$ cat src/rtl/clock_pkg.sv
// -----------------------------------------------------------------------------
// clock_pkg
// Shared definitions for the digital clock: set-mode encodings, the default
// millisecond timing constants used by count_ms and time_set_control, and a
// helper that steps the MODE button through the editable fields.
// -----------------------------------------------------------------------------
package clock_pkg;

    // Which field the front panel is editing.
    typedef enum logic [1:0] {
        MODE_RUN      = 2'd0,
        MODE_SET_HOUR = 2'd1,
        MODE_SET_MIN  = 2'd2,
        MODE_SET_SEC  = 2'd3
    } mode_t;

    // System clock and the divider count_ms uses to produce ms_tick.
    localparam int unsigned CLK_HZ       = 50_000_000;
    localparam int unsigned CLKS_PER_MS  = CLK_HZ / 1000;

    // Front-panel timing, all in milliseconds (ms_tick periods).
    localparam int unsigned DEF_REPEAT_DELAY_MS = 500;
    localparam int unsigned DEF_REPEAT_RATE_MS  = 200;
    localparam int unsigned DEF_BLINK_HALF_MS   = 500;
    localparam int unsigned DEF_TIMEOUT_MS      = 10000;

    // MODE press order: RUN -> HOUR -> MIN -> SEC -> RUN.
    function automatic mode_t next_field(input mode_t m);
        case (m)
            MODE_RUN:      return MODE_SET_HOUR;
            MODE_SET_HOUR: return MODE_SET_MIN;
            MODE_SET_MIN:  return MODE_SET_SEC;
            default:       return MODE_RUN;
        endcase
    endfunction

endpackage

$ cat src/rtl/repeat_gen.sv
// -----------------------------------------------------------------------------
// repeat_gen
// Press detection and press-and-hold auto-repeat for one debounced button.
// A press edge gives one pulse; holding the button gives a further pulse after
// REPEAT_DELAY_MS ticks and then one every REPEAT_RATE_MS ticks.
//
// Ports:
//   ck       in   system clock
//   rst      in   synchronous active-high reset
//   ms_tick  in   1 ms tick pulse
//   btn      in   debounced button level
//   enable   in   repeat allowed (a SET mode is active)
//   freeze   in   cancel the current hold; needs a fresh press to re-arm
//   pulse    out  registered one-cycle command pulse
//   fire     out  next-cycle value of pulse (lets the parent react in step)
// -----------------------------------------------------------------------------
module repeat_gen
    import clock_pkg::*;
#(
    parameter int unsigned REPEAT_DELAY_MS = DEF_REPEAT_DELAY_MS,
    parameter int unsigned REPEAT_RATE_MS  = DEF_REPEAT_RATE_MS
) (
    input  logic ck,
    input  logic rst,
    input  logic ms_tick,
    input  logic btn,
    input  logic enable,
    input  logic freeze,
    output logic pulse,
    output logic fire
);

    localparam int unsigned CNT_MAX = (REPEAT_DELAY_MS > REPEAT_RATE_MS) ?
                                      REPEAT_DELAY_MS : REPEAT_RATE_MS;
    localparam int CNT_W = $clog2(CNT_MAX + 1);
    localparam logic [CNT_W-1:0] DELAY_LAST = CNT_W'(REPEAT_DELAY_MS - 1);
    localparam logic [CNT_W-1:0] RATE_LAST  = CNT_W'(REPEAT_RATE_MS - 1);

    logic             prev;
    logic             armed;      // an accepted press is still being held
    logic             repeating;  // first delay done, now on the rate interval
    logic [CNT_W-1:0] cnt;
    logic [CNT_W-1:0] last;
    logic             press;
    logic             hold_ok;
    logic             period_done;

    assign press       = btn & ~prev;
    assign hold_ok     = btn & enable & ~freeze;
    assign last        = repeating ? RATE_LAST : DELAY_LAST;
    assign period_done = armed & ms_tick & (cnt == last);
    // armed is always clear on a press edge (it drops when btn goes low), so
    // the two terms below never overlap.
    assign fire        = hold_ok & (press | period_done);

    // NOTE: state flops use non-blocking assignments so every register samples
    // the pre-edge values of its neighbours, independent of statement order.
    always_ff @(posedge ck) begin
        // NOTE: prev is loaded (not cleared) during reset so a button held
        // through reset is not seen as a press when reset releases.
        prev <= btn;
        if (rst) begin
            armed     <= 1'b0;
            repeating <= 1'b0;
            cnt       <= '0;
            pulse     <= 1'b0;
        end else begin
            pulse <= fire;
            if (!hold_ok) begin
                // Released, disabled or frozen: drop the hold immediately.
                armed     <= 1'b0;
                repeating <= 1'b0;
                cnt       <= '0;
            end else if (press) begin
                // A tick coinciding with the press is not counted.
                armed     <= 1'b1;
                repeating <= 1'b0;
                cnt       <= '0;
            end else if (armed && ms_tick) begin
                if (cnt == last) begin
                    cnt       <= '0;
                    repeating <= 1'b1;
                end else begin
                    cnt <= cnt + 1'b1;
                end
            end
        end
    end

endmodule

$ cat src/rtl/time_set_control.sv
// -----------------------------------------------------------------------------
// time_set_control
// Front-panel controller of the digital clock. MODE steps through the editable
// fields, UP/DOWN produce increment/decrement pulses with auto-repeat, the
// field being edited blinks, and inactivity drops back to RUN.
//
// Ports:
//   ck          in   system clock
//   rst         in   synchronous active-high reset
//   ms_tick     in   1 ms tick pulse from count_ms
//   btn_mode    in   debounced MODE level
//   btn_up      in   debounced UP level
//   btn_down    in   debounced DOWN level
//   mode [1:0]  out  0=RUN, 1=SET_HOUR, 2=SET_MIN, 3=SET_SEC
//   set_active  out  high whenever mode is not RUN
//   inc_pulse   out  one-cycle increment of the selected field
//   dec_pulse   out  one-cycle decrement of the selected field
//   blink       out  blank enable for the selected field
// -----------------------------------------------------------------------------
module time_set_control
    import clock_pkg::*;
#(
    parameter int unsigned REPEAT_DELAY_MS = DEF_REPEAT_DELAY_MS,
    parameter int unsigned REPEAT_RATE_MS  = DEF_REPEAT_RATE_MS,
    parameter int unsigned BLINK_HALF_MS   = DEF_BLINK_HALF_MS,
    parameter int unsigned TIMEOUT_MS      = DEF_TIMEOUT_MS
) (
    input  logic       ck,
    input  logic       rst,
    input  logic       ms_tick,
    input  logic       btn_mode,
    input  logic       btn_up,
    input  logic       btn_down,
    output logic [1:0] mode,
    output logic       set_active,
    output logic       inc_pulse,
    output logic       dec_pulse,
    output logic       blink
);

    localparam int TO_W = $clog2(TIMEOUT_MS + 1);
    localparam int BL_W = $clog2(BLINK_HALF_MS + 1);
    localparam logic [TO_W-1:0] TO_LAST = TO_W'(TIMEOUT_MS - 1);
    localparam logic [BL_W-1:0] BL_LAST = BL_W'(BLINK_HALF_MS - 1);

    mode_t           mode_q;
    mode_t           mode_d;
    logic            mode_prev;
    logic            mode_edge;
    logic            activity;
    logic            to_fire;
    logic [TO_W-1:0] to_cnt;
    logic [BL_W-1:0] bl_cnt;
    logic            both;
    logic            freeze;
    logic            enable;
    logic            up_fire;
    logic            down_fire;

    assign mode_edge = btn_mode & ~mode_prev;
    // Any held level counts as activity, which also covers every press edge.
    assign activity  = btn_mode | btn_up | btn_down;
    assign to_fire   = (mode_q != MODE_RUN) & ~activity & ms_tick &
                       (to_cnt == TO_LAST);

    // ---------------- mode FSM ----------------
    // NOTE: every signal written here gets a default first, so no path through
    // the block leaves it unassigned and no latch is inferred.
    always_comb begin
        mode_d = mode_q;
        if (to_fire)
            mode_d = MODE_RUN;               // timeout beats a MODE edge
        else if (mode_edge)
            mode_d = next_field(mode_q);
    end

    always_ff @(posedge ck) begin
        mode_prev <= btn_mode;
        if (rst) begin
            mode_q     <= MODE_RUN;
            set_active <= 1'b0;
        end else begin
            mode_q     <= mode_d;
            set_active <= (mode_d != MODE_RUN);
        end
    end

    assign mode = mode_q;

    // ---------------- inactivity timeout ----------------
    always_ff @(posedge ck) begin
        if (rst || mode_q == MODE_RUN || activity)
            to_cnt <= '0;
        else if (ms_tick)
            to_cnt <= to_fire ? '0 : to_cnt + 1'b1;
    end

    // ---------------- UP / DOWN ----------------
    // Both buttons down, or a MODE edge, cancels any hold; each button then
    // has to be released and pressed again before it acts.
    assign both   = btn_up & btn_down;
    assign freeze = mode_edge | both;
    assign enable = (mode_q != MODE_RUN);

    repeat_gen #(
        .REPEAT_DELAY_MS (REPEAT_DELAY_MS),
        .REPEAT_RATE_MS  (REPEAT_RATE_MS)
    ) u_up (
        .ck      (ck),
        .rst     (rst),
        .ms_tick (ms_tick),
        .btn     (btn_up),
        .enable  (enable),
        .freeze  (freeze),
        .pulse   (inc_pulse),
        .fire    (up_fire)
    );

    repeat_gen #(
        .REPEAT_DELAY_MS (REPEAT_DELAY_MS),
        .REPEAT_RATE_MS  (REPEAT_RATE_MS)
    ) u_down (
        .ck      (ck),
        .rst     (rst),
        .ms_tick (ms_tick),
        .btn     (btn_down),
        .enable  (enable),
        .freeze  (freeze),
        .pulse   (dec_pulse),
        .fire    (down_fire)
    );

    // ---------------- blink ----------------
    // Restarted in the same cycle a pulse or mode change is registered, so an
    // edited value is shown (not blanked) as soon as it changes.
    always_ff @(posedge ck) begin
        if (rst || mode_d == MODE_RUN) begin
            bl_cnt <= '0;
            blink  <= 1'b0;
        end else if (mode_d != mode_q || up_fire || down_fire) begin
            bl_cnt <= '0;
            blink  <= 1'b0;
        end else if (ms_tick) begin
            if (bl_cnt == BL_LAST) begin
                bl_cnt <= '0;
                blink  <= ~blink;
            end else begin
                bl_cnt <= bl_cnt + 1'b1;
            end
        end
    end

endmodule

$ cat config.mk
export PLATFORM = sky130hd
export DESIGN_NAME = time_set_control
export DESIGN_NICKNAME = d
export VERILOG_FILES = /design/src/rtl/clock_pkg.sv /design/src/rtl/repeat_gen.sv /design/src/rtl/time_set_control.sv
export SDC_FILE = /design/constraint.sdc
export NUM_CORES = 1
export LEC_CHECK = 0
export BUFFER_PORTS_ARGS = -buffer_cell sky130_fd_sc_hd__buf_4
export CORE_UTILIZATION = 43
export CTS_BUF_LIST = sky130_fd_sc_hd__clkbuf_8
export CTS_CLUSTER_DIAMETER = 60
export DETAILED_ROUTE_END_ITERATION = 8
export HOLD_SLACK_MARGIN = 0.06
export SETUP_SLACK_MARGIN = 0.1
export SYNTH_ARGS = -nofsm -noshare
export SYNTH_HDL_FRONTEND = slang
export SYNTH_SLANG_ARGS = --single-unit
$ cat constraint.sdc
create_clock -name ck -period 2.7 [get_ports ck]
set_input_delay 0.54 -clock ck [delete_from_list [all_inputs] [get_ports ck]]
set_output_delay 0.54 -clock ck [all_outputs]
set_load 0.05 [all_outputs]
==> results.md <==
- Status: finished, final reports clean
- Worst hold slack: 0.375 ns
- Commonest cells post-synth: dfxtp_1, nor2_1, xor2_1, nand2_1, nand4_1
- Area delta synth->final: 8.60%
- Overflow after GRT: 0
- Post-DP HPWL: 3.51 mm
- VDD IR max: 0.226 mV
- TNS Setup: 0 ns
- Static Leak: 0.923 nW
- Top cell type's share of synthesized area: 0.408
- Port Buffer Count: 11
- Post-CTS setup buffers: 0
- Vias in the first global route: 1879
- Reg power frac: 0.555
- Worst hold path class: input port to flip-flop
- # IOs: 12
- Worst Setup Start Kind: flip-flop
- Mean routed wirelength per cell: 13.4 µm
- Initial Utilization: 0.447
- RSZ-0062 raised after global routing: false
- RePlAce Congestion: 0.793
- First-pass iteration count of the detailed router: 4
- CTS max path bufs: 2
- Largest family of logic cells by synthesized area: simple AND/OR/NAND/NOR gates
- Pin count of the biggest net entering global routing: 23
- # rows: 28
- Final hold violation count: 0
- Register area share after synthesis: 0.408
- Slew @ Worst Pin: 0.638 ns
- Synth Instances: 286
- Initial antenna violation count: 0
- Synth Area in Compound Gates: 0.103
- Sw frac: 0.236
- Required time of the critical path: 2.87 ns
- Synth Area in Simple Gates: 0.310
- Cell Area, Synth: 2650 µm²
- Global-route wire length before repair: 8.63 mm
- Post-synthesis mux area share: 0.0113
- Vias per cell: 5.44
- Post-synth cell types: 49
- FMAX: 0.462 GHz
- Root buf cell: clkbuf_8
- Setup violators final: 0
- Cell taking the most area after synthesis: dfxtp_1
- Post-cts repair resize count: 0
- Prevailing post-synth register cell: dfxtp_1
- DP Area: 2760 µm²
- Slew margin rel.: 0.572
- Via count: 2019
- Syn nets: 298
- Max_cap viols: 0
- Top cells by area, synth: dfxtp_1, xor2_1, nor2_1
- Seq. cell area: 1080 µm²
- Post-DRT Antenna Nets: 0
- Power density cells: 506 nW/µm²
- Die Wd: 80.5 µm
- Clk pin slew, worst setup/hold paths: 0.09 ns
- Crit Reg-Reg Startpoint: mode[0]
- Post-Layout Cell Count: 371
- Final worst path period share: 0.801
- Synthesized area per cell: 9.26 µm²
- Flop-to-flop setup slack: 0.54 ns
- Finished Cell Area: 2880 µm²
- Post-synth EDFFs: 0
- Htree depth: 2
- Final wirelength: 4.96 mm
- Switching pwr: 0.344 mW
- Crit path max fanout: 13
- Arr. time, crit path: 2.34 ns
- Worst skew pair latency: 0.31 ns
- #FFs+latches synth: 54
- Fin crit period: 2.16 ns
- Antenna cell count: 0
- Total power draw: 1.46 mW
- Drt drc: 0
- Share of cells above drive strength 1: 0.115
- Crit path capture type: flip-flop
- Clock net sink count: 54
- Num CTS Buffers: 5
- Count leader, synth: dfxtp_1
- Cells on Worst Hold Path: 1
- R2R depth: 5
- Comb power frac: 0.068
- Final Max Tran Viols: 0
- Synthesized-area fraction occupied by adder cells: 0.0283
- Number of hold buffers added after cts: 0
- YS warnings: 0
- FFs w/ async S/R, synth: 0
- Die height: 80.5 µm
- Fillers: 577
- DRT iter0 DRCs: 71
- Die ar.: 6480 µm²
- Hold path start: btn_mode
- FF-to-FF End: bl_cnt[2]
- CTS tree: done
- Core footprint: 5920 µm²
- Placed cell count: 363
- P_int: 1.11 mW
- Setup CP Type: flip-flop to flip-flop
- Hold EP: mode_prev
- Total Routing Usage GR: 0.169
- Clock network fraction of design power: 0.376
- Nets@finish: 307
- Multi-input logic area: 1490 µm²
- Clock Skew: 0.00825 ns
- Synth Area in XOR/XNOR: 0.109
power by group through the flow:
stage / clock (mW) / sequential (mW) / combinational, mW
detailed placement: 0 / 0.827 / 0.0989
floorplan: 0 / 0.837 / 0.0621
global route: 0.592 / 0.810 / 0.108
finish: 0.548 / 0.808 / 0.0996
CTS: 0.567 / 0.808 / 0.0994
global placement: 0 / 0.827 / 0.0990
metal layers:
layer	share of wire	global-route usage	routed length (µm)
met1	0.52	0.222	2580
met2	0.45	0.273	2240
met3	0.017	0.0398	86
met4	0.011	0.0482	56
met5	0	0	0
how the worst max path moves through the flow:
stage	slack [ns]	to	from	cells after the start
floorplan	0.44	bl_cnt[1]	mode[0]	7
global placement	0.61	bl_cnt[4]	mode[0]	5
detailed placement	0.53	bl_cnt[0]	mode[0]	5
CTS	0.52	bl_cnt[2]	mode[0]	5
global route	0.38	bl_cnt[7]	mode[0]	5
finish	0.54	bl_cnt[2]	mode[0]	5
critical path: stages (launching register included):
cell and delay, ns:
dfxtp_1 0.46, inv_1 0.10, ha_1 0.31, or4_4 0.56, o21bai_2 0.47, nor4_1 0.13
flip-flops by register name (all words and copies together) (netlist names), 2 cells and up:
register / cells
to_cnt: 14
bl_cnt: 9
u_down.cnt: 9
u_up.cnt: 9
mode: 2
through the flow:
stage          worst slack (ns)  utilization
2_1_floorplan             0.436            -
3_3_place_gp              0.611        0.467
3_5_place_dp              0.529        0.467
4_1_cts                   0.520        0.486
5_1_grt                   0.380        0.486
6_report                  0.536        0.486
cell type report:
type	instances	share of cell area
Inverter	2	0.00261
Tap cell	75	0.0326
Multi-Input combinational cell	220	0.518
Clock buffer	5	0.0239
Sequential cell	54	0.376
Timing Repair Buffer	12	0.0313
Clock inverter	3	0.0157
cell usage in the layout (no fill, tap or decap), types with 2 or more instances in the layout:
master and instances:
buf_4 12, nor4b_2 2, nor3b_1 2, xor2_1 26, nand2_1 22, nor3_1 6
a21oi_1 7, and3_1 4, o22ai_1 4, a211oi_1 2, o21a_1 6, clkbuf_8 5
nand3_1 11, nor4bb_1 4, dfxtp_1 54, nor4_1 11, xnor2_1 7, nand4_1 14
nor2b_1 5, o21ai_0 2, nor2_1 42, inv_1 2, clkinvlp_4 2, mux2i_1 3
and4_1 10, ha_1 6, o21ba_2 2
cells by family (layout without fill, tap and decap cells):
kind of cell | Yosys count | count (layout)
compound gates | 33 | 33
fa+ha+maj | 6 | 6
xor+xnor | 33 | 33
buf+inv | 12 | 22
simple gates | 145 | 145
mux | 3 | 3
flops | 54 | 54
(Power assumes the default switching activity.)
